### config.mk
export PLATFORM = sky130hd
export DESIGN_NAME = hazard_forward_unit
export DESIGN_NICKNAME = d
export VERILOG_FILES = /design/src/rtl/hazard_pkg.sv /design/src/rtl/hazard_forward_unit_fwd_select.sv /design/src/rtl/hazard_forward_unit.sv
export SDC_FILE = /design/constraint.sdc
export NUM_CORES = 1
export LEC_CHECK = 0
export BUFFER_PORTS_ARGS = -buffer_cell sky130_fd_sc_hd__buf_4
export CELL_PAD_IN_SITES_DETAIL_PLACEMENT = 0
export CELL_PAD_IN_SITES_GLOBAL_PLACEMENT = 1
export CORE_MARGIN = 5
export CORE_UTILIZATION = 27
export CTS_BUF_LIST = sky130_fd_sc_hd__clkbuf_8
export DETAILED_ROUTE_END_ITERATION = 8
export PLACE_DENSITY = 0.81
export SLEW_MARGIN = 20
export SYNTH_ARGS = -nofsm -noshare
export SYNTH_HDL_FRONTEND = slang
export SYNTH_HIERARCHICAL = 1
export SYNTH_SLANG_ARGS = --single-unit
### constraint.sdc
create_clock -name CLK -period 1.9 [get_ports CLK]
set_clock_uncertainty 0.15 [all_clocks]
set_input_delay 0.19 -clock CLK [delete_from_list [all_inputs] [get_ports CLK]]
set_output_delay 0.19 -clock CLK [all_outputs]
set_load 0.02 [all_outputs]
### src/rtl/hazard_pkg.sv
// Shared definitions for the forwarding / load-use hazard unit: FSM encoding,
// the register-file select value and the select-width helper.
package hazard_pkg;

  typedef enum logic {
    RUN  = 1'b0,
    HOLD = 1'b1
  } fsm_state_t;

  localparam int SEL_REG = 0;

  // Select must encode 0 (register file) plus one code per forwarding stage.
  function automatic int sel_width(input int num_fwd);
    return (num_fwd < 1) ? 1 : $clog2(num_fwd + 1);
  endfunction

endpackage

### src/rtl/hazard_forward_unit_fwd_select.sv
// Per-operand priority comparator: picks the youngest producer stage whose
// destination matches this source register.
module fwd_select
  import hazard_pkg::*;
#(
  parameter int ADDR_W  = 5,
  parameter int NUM_FWD = 2,
  parameter int SEL_W   = 2
) (
  input  logic [ADDR_W-1:0]         rs,
  input  logic                      rs_use,
  input  logic [NUM_FWD*ADDR_W-1:0] dst_rd,
  input  logic [NUM_FWD-1:0]        dst_we,
  output logic [SEL_W-1:0]          sel,
  output logic                      match_ex
);

  logic [NUM_FWD-1:0] match;

  generate
    for (genvar gi = 0; gi < NUM_FWD; gi++) begin : g_match
      assign match[gi] = rs_use & dst_we[gi]
                       & (rs == dst_rd[gi*ADDR_W +: ADDR_W])
                       & (rs != '0);
    end
  endgenerate

  // Walk from oldest to youngest so the youngest match is written last.
  always_comb begin
    sel = SEL_W'(SEL_REG);
    for (int k = NUM_FWD - 1; k >= 0; k--) begin
      if (match[k]) sel = SEL_W'(k + 1);
    end
  end

  assign match_ex = match[0];

endmodule

### src/rtl/hazard_forward_unit.sv
// EX-stage operand forwarding selects with load-use stall/bubble control.
// Selects are registered; STALL/BUBBLE are combinational from state and inputs.
module hazard_forward_unit
  import hazard_pkg::*;
#(
  parameter  int ADDR_W     = 5,
  parameter  int NUM_SRC    = 2,
  parameter  int NUM_FWD    = 2,
  parameter  int LOAD_STALL = 1,
  localparam int SEL_W      = sel_width(NUM_FWD)
) (
  input  logic                      CLK,
  input  logic                      RESET,
  input  logic [NUM_SRC*ADDR_W-1:0] ID_RS,
  input  logic [NUM_SRC-1:0]        ID_USE,
  input  logic [NUM_FWD*ADDR_W-1:0] DST_RD,
  input  logic [NUM_FWD-1:0]        DST_WE,
  input  logic                      EX_IS_LOAD,
  input  logic                      FLUSH,
  output logic [NUM_SRC*SEL_W-1:0]  FWD_SEL,
  output logic                      STALL,
  output logic                      BUBBLE
);

  localparam int CNT_W    = (LOAD_STALL > 2) ? $clog2(LOAD_STALL - 1) : 1;
  localparam int HOLD_CNT = (LOAD_STALL > 1) ? LOAD_STALL - 2 : 0;

  logic [NUM_SRC*SEL_W-1:0] sel_comb;
  logic [NUM_SRC-1:0]       match_ex;
  logic                     hazard;

  fsm_state_t               state_reg, state_next;
  logic [CNT_W-1:0]         cnt_reg, cnt_next;
  logic [NUM_SRC*SEL_W-1:0] fwd_sel_reg, fwd_sel_next;
  logic                     stall;

  generate
    for (genvar gi = 0; gi < NUM_SRC; gi++) begin : g_src
      fwd_select #(
        .ADDR_W  (ADDR_W),
        .NUM_FWD (NUM_FWD),
        .SEL_W   (SEL_W)
      ) u_fwd_select (
        .rs       (ID_RS[gi*ADDR_W +: ADDR_W]),
        .rs_use   (ID_USE[gi]),
        .dst_rd   (DST_RD),
        .dst_we   (DST_WE),
        .sel      (sel_comb[gi*SEL_W +: SEL_W]),
        .match_ex (match_ex[gi])
      );
    end
  endgenerate

  assign hazard = EX_IS_LOAD & DST_WE[0] & (|match_ex);

  always_comb begin
    state_next   = state_reg;
    cnt_next     = cnt_reg;
    fwd_sel_next = '0;
    stall        = 1'b0;
    case (state_reg)
      RUN: begin
        if (FLUSH) begin
          stall = 1'b0;
        end else if (hazard) begin
          stall = 1'b1;
          if (LOAD_STALL > 1) begin
            state_next = HOLD;
            cnt_next   = CNT_W'(HOLD_CNT);
          end
        end else begin
          fwd_sel_next = sel_comb;
        end
      end
      HOLD: begin
        if (FLUSH) begin
          state_next = RUN;
          cnt_next   = '0;
        end else begin
          stall = 1'b1;
          if (cnt_reg == '0) state_next = RUN;
          else               cnt_next   = cnt_reg - CNT_W'(1);
        end
      end
      default: begin
        state_next = RUN;
        cnt_next   = '0;
      end
    endcase
    // Reset must not hold the front end, even while the FSM is mid-count.
    if (RESET) stall = 1'b0;
  end

  always_ff @(posedge CLK) begin
    if (RESET) begin
      state_reg   <= RUN;
      cnt_reg     <= '0;
      fwd_sel_reg <= '0;
    end else begin
      state_reg   <= state_next;
      cnt_reg     <= cnt_next;
      fwd_sel_reg <= fwd_sel_next;
    end
  end

  assign FWD_SEL = fwd_sel_reg;
  assign STALL   = stall;
  assign BUBBLE  = stall;

endmodule

==> flow_metrics.py, run 1 <==
metrics = {
    "sta": {
        "hold_viol": 0,
        "fmax_mhz": 537,
        "setup-tns-final_ns": 0,
        "final-setup-viol-count": 0,
        "period_needed_ns": 1.86,
        "relSlewSlack": 0.806,
        "worstMarginPinSlew_ns": 0.289,
        "maxSlewViolCount": 0,
        "period_share": 0.981,
    },
    "route": {
        "highest_layer": "met4",
        "final_antenna_net_count": 0,
        "wl_met2_um": 630,
        "via_per_inst": 4.74,
        "wl_per_cell_um": 11.9,
        "wl_met1_um": 430,
        "drtIter0Drc": 3,
        "dr.pass1.iters": 2,
        "drcViolationCount": 0,
        "vias": 493,
        "wl_met3_um": 158,
        "wl_um": 1230,
    },
    "synthesis": {
        "yosysUniqueCellTypes": 15,
        "syn_area_um2": 439,
        "ys_seq_area_frac": 0.182,
        "postSynthCellCount": 50,
        "avgSynthCellArea_um2": 8.78,
        "synth_nets": 78,
        "synth-seq-cells": 4,
        "yosysWarnings": 6,
    },
    "power": {
        "fin_total_pwr_w": 0.000381,
        "powerDensity_nw_per_um2": 478,
        "leakage_nw": 0.364,
        "irDropWorstVdd_mv": 0.209,
    },
    "worst_setup_path": {
        "cp-start-kind": "input port",
        "critPathMaxStageDelay_ns": 0.53,
        "critPathMaxFanout": 3,
        "arrival_ns": 1.52,
        "cpMaxStageDelayCell": "or4_4",
        "path_cells": "buf_4 -> or4_4 -> o21ai_4 -> nor3_4 -> o211ai_2 -> nor3_2 -> buf_4",
        "cp-end-kind": "output pin",
        "crit_type": "in2out",
        "cp_common_cell": "buf_4",
        "crit_required_ns": 1.56,
    },
    "clock_tree": {
        "path_clk_slew_ns": 0.03,
        "ctsRootBufferMaster": "clkbuf_8",
        "tritoncts": "built",
        "clockBufferDepth": 2,
        "htreeDepth": 1,
        "cts_buffers": 3,
        "clock-sinks": 4,
    },
    "layout": {
        "fin_nets": 118,
        "diodes": 0,
        "largest_reg_flops": 4,
        "mostFrequentLayoutCells": "buf_4, xnor2_1, xor2_1",
        "num-fill-cells": 161,
        "area_delta_synth_final_pct": 81.5,
        "mostFrequentLayoutCell": "buf_4",
        "drive_above_1_share": 0.580,
        "finish.utilization": 0.523,
    },
    "global_route": {
        "antenna_found_initial": 0,
        "grt_pass1_vias": 518,
        "grt_pass1_wl_um": 2050,
        "grt_usage": 0.101,
        "grt_start_max_net_pins": 5,
        "grt_remaining_overflow": 0,
    },
    "floorplanning": {
        "dieHeight_um": 50.3,
        "start_util": 0.288,
        "boundaryPins": 34,
        "num_rows": 14,
        "die_area_um2": 2530,
        "core_area_um2": 1520,
        "die_w_um": 50.3,
    },
    "place": {
        "gp_congestion": 0.719,
        "portBuffers": 33,
    },
    "min_path": {
        "hold_path.class": "in2reg",
    },
    "run_status": {
        "status": "complete, no violations",
    },
    "job": {
        "maxCapViolations": 0,
    },
}
what timing repair did:
action,CTS,global route
gates resized for setup,0,5
setup buffers,0,1
hold buffers,0,0
setup endpoints to repair,0,2
metrics by stage:
stage / instances / setup WS [ns] / instance area, um2 / hold slack [ns]
after floorplan: 50 / 0.0969 / 444 / 0.272
after global placement: 100 / 0.0317 / 719 / 0.392
after detailed placement: 100 / 0.0243 / 719 / 0.395
after CTS: 103 / 0.0215 / 761 / 0.171
after global routing: 104 / -0.0284 / 797 / 0.182
final: 104 / 0.0361 / 797 / 0.175
worst max-delay path: cells and delay by family:
family	cells	cell delay, ns
buffers and inverters	2	0.28
AOI/OAI and AO/OA	2	0.39
and+or+nand+nor	3	0.67
area by class of cell:
| class | count | area [um2] | area share |
|---|---|---|---|
| Timing Repair Buffer | 38 | 285 | 0.358 |
| Tap cell | 16 | 20.0 | 0.0251 |
| Multi-Input combinational cell | 43 | 370 | 0.465 |
| Sequential cell | 4 | 80.1 | 0.100 |
| Clock buffer | 3 | 41.3 | 0.0518 |
kinds of logic after synthesis:
| group | Yosys count | synth area share |
|---|---|---|
| XOR/XNOR | 20 | 0.399 |
| AND/OR/NAND/NOR | 20 | 0.299 |
| flip-flops | 4 | 0.182 |
| AO/OA/AOI/OAI | 3 | 0.0684 |
| buffers and inverters | 3 | 0.0513 |
path summary, 6_finish.rpt:
path	startpoint	cells after the start	end	slack [ns]
setup / recovery	ID_RS[7]	7	BUBBLE	0.04
hold / removal	RESET	3	FWD_SEL[3]	0.17
Yosys cell counts:
library cell | count | area (um2)
nor4_1 | 2 | 12.5
xor2_1 | 8 | 70.1
nor2_1 | 1 | 3.75
and3_1 | 4 | 25.0
dfxtp_1 | 4 | 80.1
nand2_1 | 2 | 7.51
nor3_1 | 1 | 5.00
xnor2_1 | 12 | 105
nand4_1 | 2 | 12.5
o211ai_2 | 1 | 12.5
buf_4 | 3 | 22.5
o21ai_2 | 2 | 17.5
nand3_1 | 2 | 10.0
nor3_2 | 4 | 40.0
or4_1 | 2 | 15.0
report_power, final:
part	internal [W]	switching, W
clock	0.000134	0.0000374
sequential	0.0000849	0.0000000505
combinational	0.0000733	0.0000512
per-layer routing:
layer  track usage  vias up
li1              -      250
met1         0.108      211
met2         0.172       30
met3        0.0473        2
met4        0.0383        0
met5             0        -
Power figures use the tool's default switching activity.
==> run 2, diff against run 1 <==
GPL_TIMING_DRIVEN = 0   (was default)
==> run 2 against run 1 <==
Against the previous run: flip-flop and latch count did not move; critical endpoint unchanged; clock power barely moved; via count rose by 4.5%; largest power group unchanged; sequential power barely moved; sequential share of layout area fell by 0.69 points; first-iteration DRC count fell by 100%; maximum frequency rose by 1.9%; die area did not move.
==> flow_metrics.py, run 2 (synthesis results as in run 1) <==
metrics = {
    "sta": {
        "setup_ws_ns": 0.0715,
        "period_needed_ns": 1.83,
        "maxSlewViolCount": 0,
        "relSlewSlack": 0.793,
        "fmax_mhz": 547,
        "worstMarginPinSlew_ns": 0.308,
        "rsz0062_at_grt": "false",
        "final-setup-viol-count": 0,
        "hold_viol": 0,
        "period_share": 0.962,
        "setup-tns-final_ns": 0,
    },
    "power": {
        "internal_power_w": 0.000296,
        "irDropWorstVdd_mv": 0.193,
        "powerDensity_nw_per_um2": 454,
        "p_sw_frac": 0.239,
        "fin_total_pwr_w": 0.000389,
        "leakage_nw": 0.401,
        "clkPwrFrac": 0.447,
        "combPwrFrac": 0.335,
        "power_frac_seq": 0.218,
        "p_sw_w": 0.0000929,
    },
    "floorplanning": {
        "die_area_um2": 2530,
        "boundaryPins": 34,
        "dieHeight_um": 50.3,
        "die_w_um": 50.3,
        "num_rows": 14,
        "core_area_um2": 1520,
        "start_util": 0.288,
    },
    "clock_tree": {
        "clock-sinks": 4,
        "htreeDepth": 1,
        "clockBufferDepth": 2,
        "ctsRootBufferMaster": "clkbuf_8",
        "hold_buffers": 0,
        "tritoncts": "built",
        "path_clk_slew_ns": 0.03,
        "cts_buffers": 3,
    },
    "route": {
        "wl_um": 1320,
        "vias": 515,
        "via_per_inst": 4.72,
        "drcViolationCount": 0,
        "final_antenna_net_count": 0,
        "drtIter0Drc": 0,
        "wl_per_cell_um": 12.1,
        "dr.pass1.iters": 1,
    },
    "layout": {
        "diodes": 0,
        "finish.utilization": 0.562,
        "mostFrequentLayoutCell": "buf_4",
        "multi_input_area_um2": 377,
        "area_delta_synth_final_pct": 94.9,
        "ff_latch_area_um2": 80.1,
        "fin_cells": 109,
        "drive_above_1_share": 0.602,
        "num-fill-cells": 155,
        "fin_nets": 123,
        "largest_reg_flops": 4,
        "mostFrequentLayoutCells": "buf_4, xnor2_1, xor2_1",
    },
    "worst_setup_path": {
        "crit_required_ns": 1.56,
        "critPathMaxFanout": 3,
        "crit_type": "in2out",
        "arrival_ns": 1.49,
        "cp-start-kind": "input port",
        "cp-end-kind": "output pin",
    },
    "place": {
        "gp_congestion": 0.746,
        "portBuffers": 33,
        "dp_hpwl_um": 1110,
        "place_ws_ns": -0.167,
        "dp.cells": 99,
    },
    "global_route": {
        "grt_pass1_vias": 571,
        "grt_pass1_wl_um": 2200,
        "grt_remaining_overflow": 0,
        "antenna_found_initial": 0,
        "grt_start_max_net_pins": 5,
        "grt_usage": 0.110,
    },
    "job": {
        "maxCapViolations": 0,
    },
    "min_path": {
        "hold_path.class": "in2reg",
    },
    "run_status": {
        "status": "complete, no violations",
    },
}
run 2: worst paths after layout:
kind  depth (start not counted)         end  slack (ns)      from
max                           7      BUBBLE        0.07  ID_RS[9]
min                           3  FWD_SEL[0]        0.17     RESET
run 2: power by group through the flow:
stage          clock (W)  combinational (W)  sequential [W]
2_1_floorplan          0          0.0000453       0.0000863
3_3_place_gp           0           0.000112       0.0000860
3_5_place_dp           0           0.000113       0.0000860
4_1_cts         0.000180           0.000126       0.0000849
5_1_grt         0.000187           0.000142       0.0000849
6_report        0.000174           0.000130       0.0000849
run 2: layer usage:
layer  vias to the layer above  track usage  routed length (um)
met2                        28        0.201                 718
met1                       226        0.112                 430
li1                        261            -                   -
met4                         0       0.0383                   0
met5                         -            0                   0
met3                         0       0.0444                 169
run 2: timing repair:
action | CTS | global route
setup endpoints to repair | 2 | 2
resized for setup | 7 | 3
pin swaps | 7 | 6
buffers inserted | 5 | 3
run 2: final cells by class:
cell class / instances / area share
multi-input combinational: 43 / 0.440
timing repair buffer: 41 / 0.377
sequential: 4 / 0.0936
clock buffer: 3 / 0.0482
tap: 16 / 0.0234
buffer: 2 / 0.0175
run 2: critical path, cell delays in order:
cell and delay, ns:
buf_8 0.10, or4_4 0.53, o21ai_4 0.17, nor3_4 0.07, o211ai_2 0.20, nor3_2 0.07, buf_4 0.16
run 2: per-stage QoR:
stage	hold slack, ns	instance area, um2
after detailed placement	0.390	712
after global placement	0.393	712
after floorplan	0.272	444
after global routing	0.184	856
final	0.170	856
after CTS	0.165	822
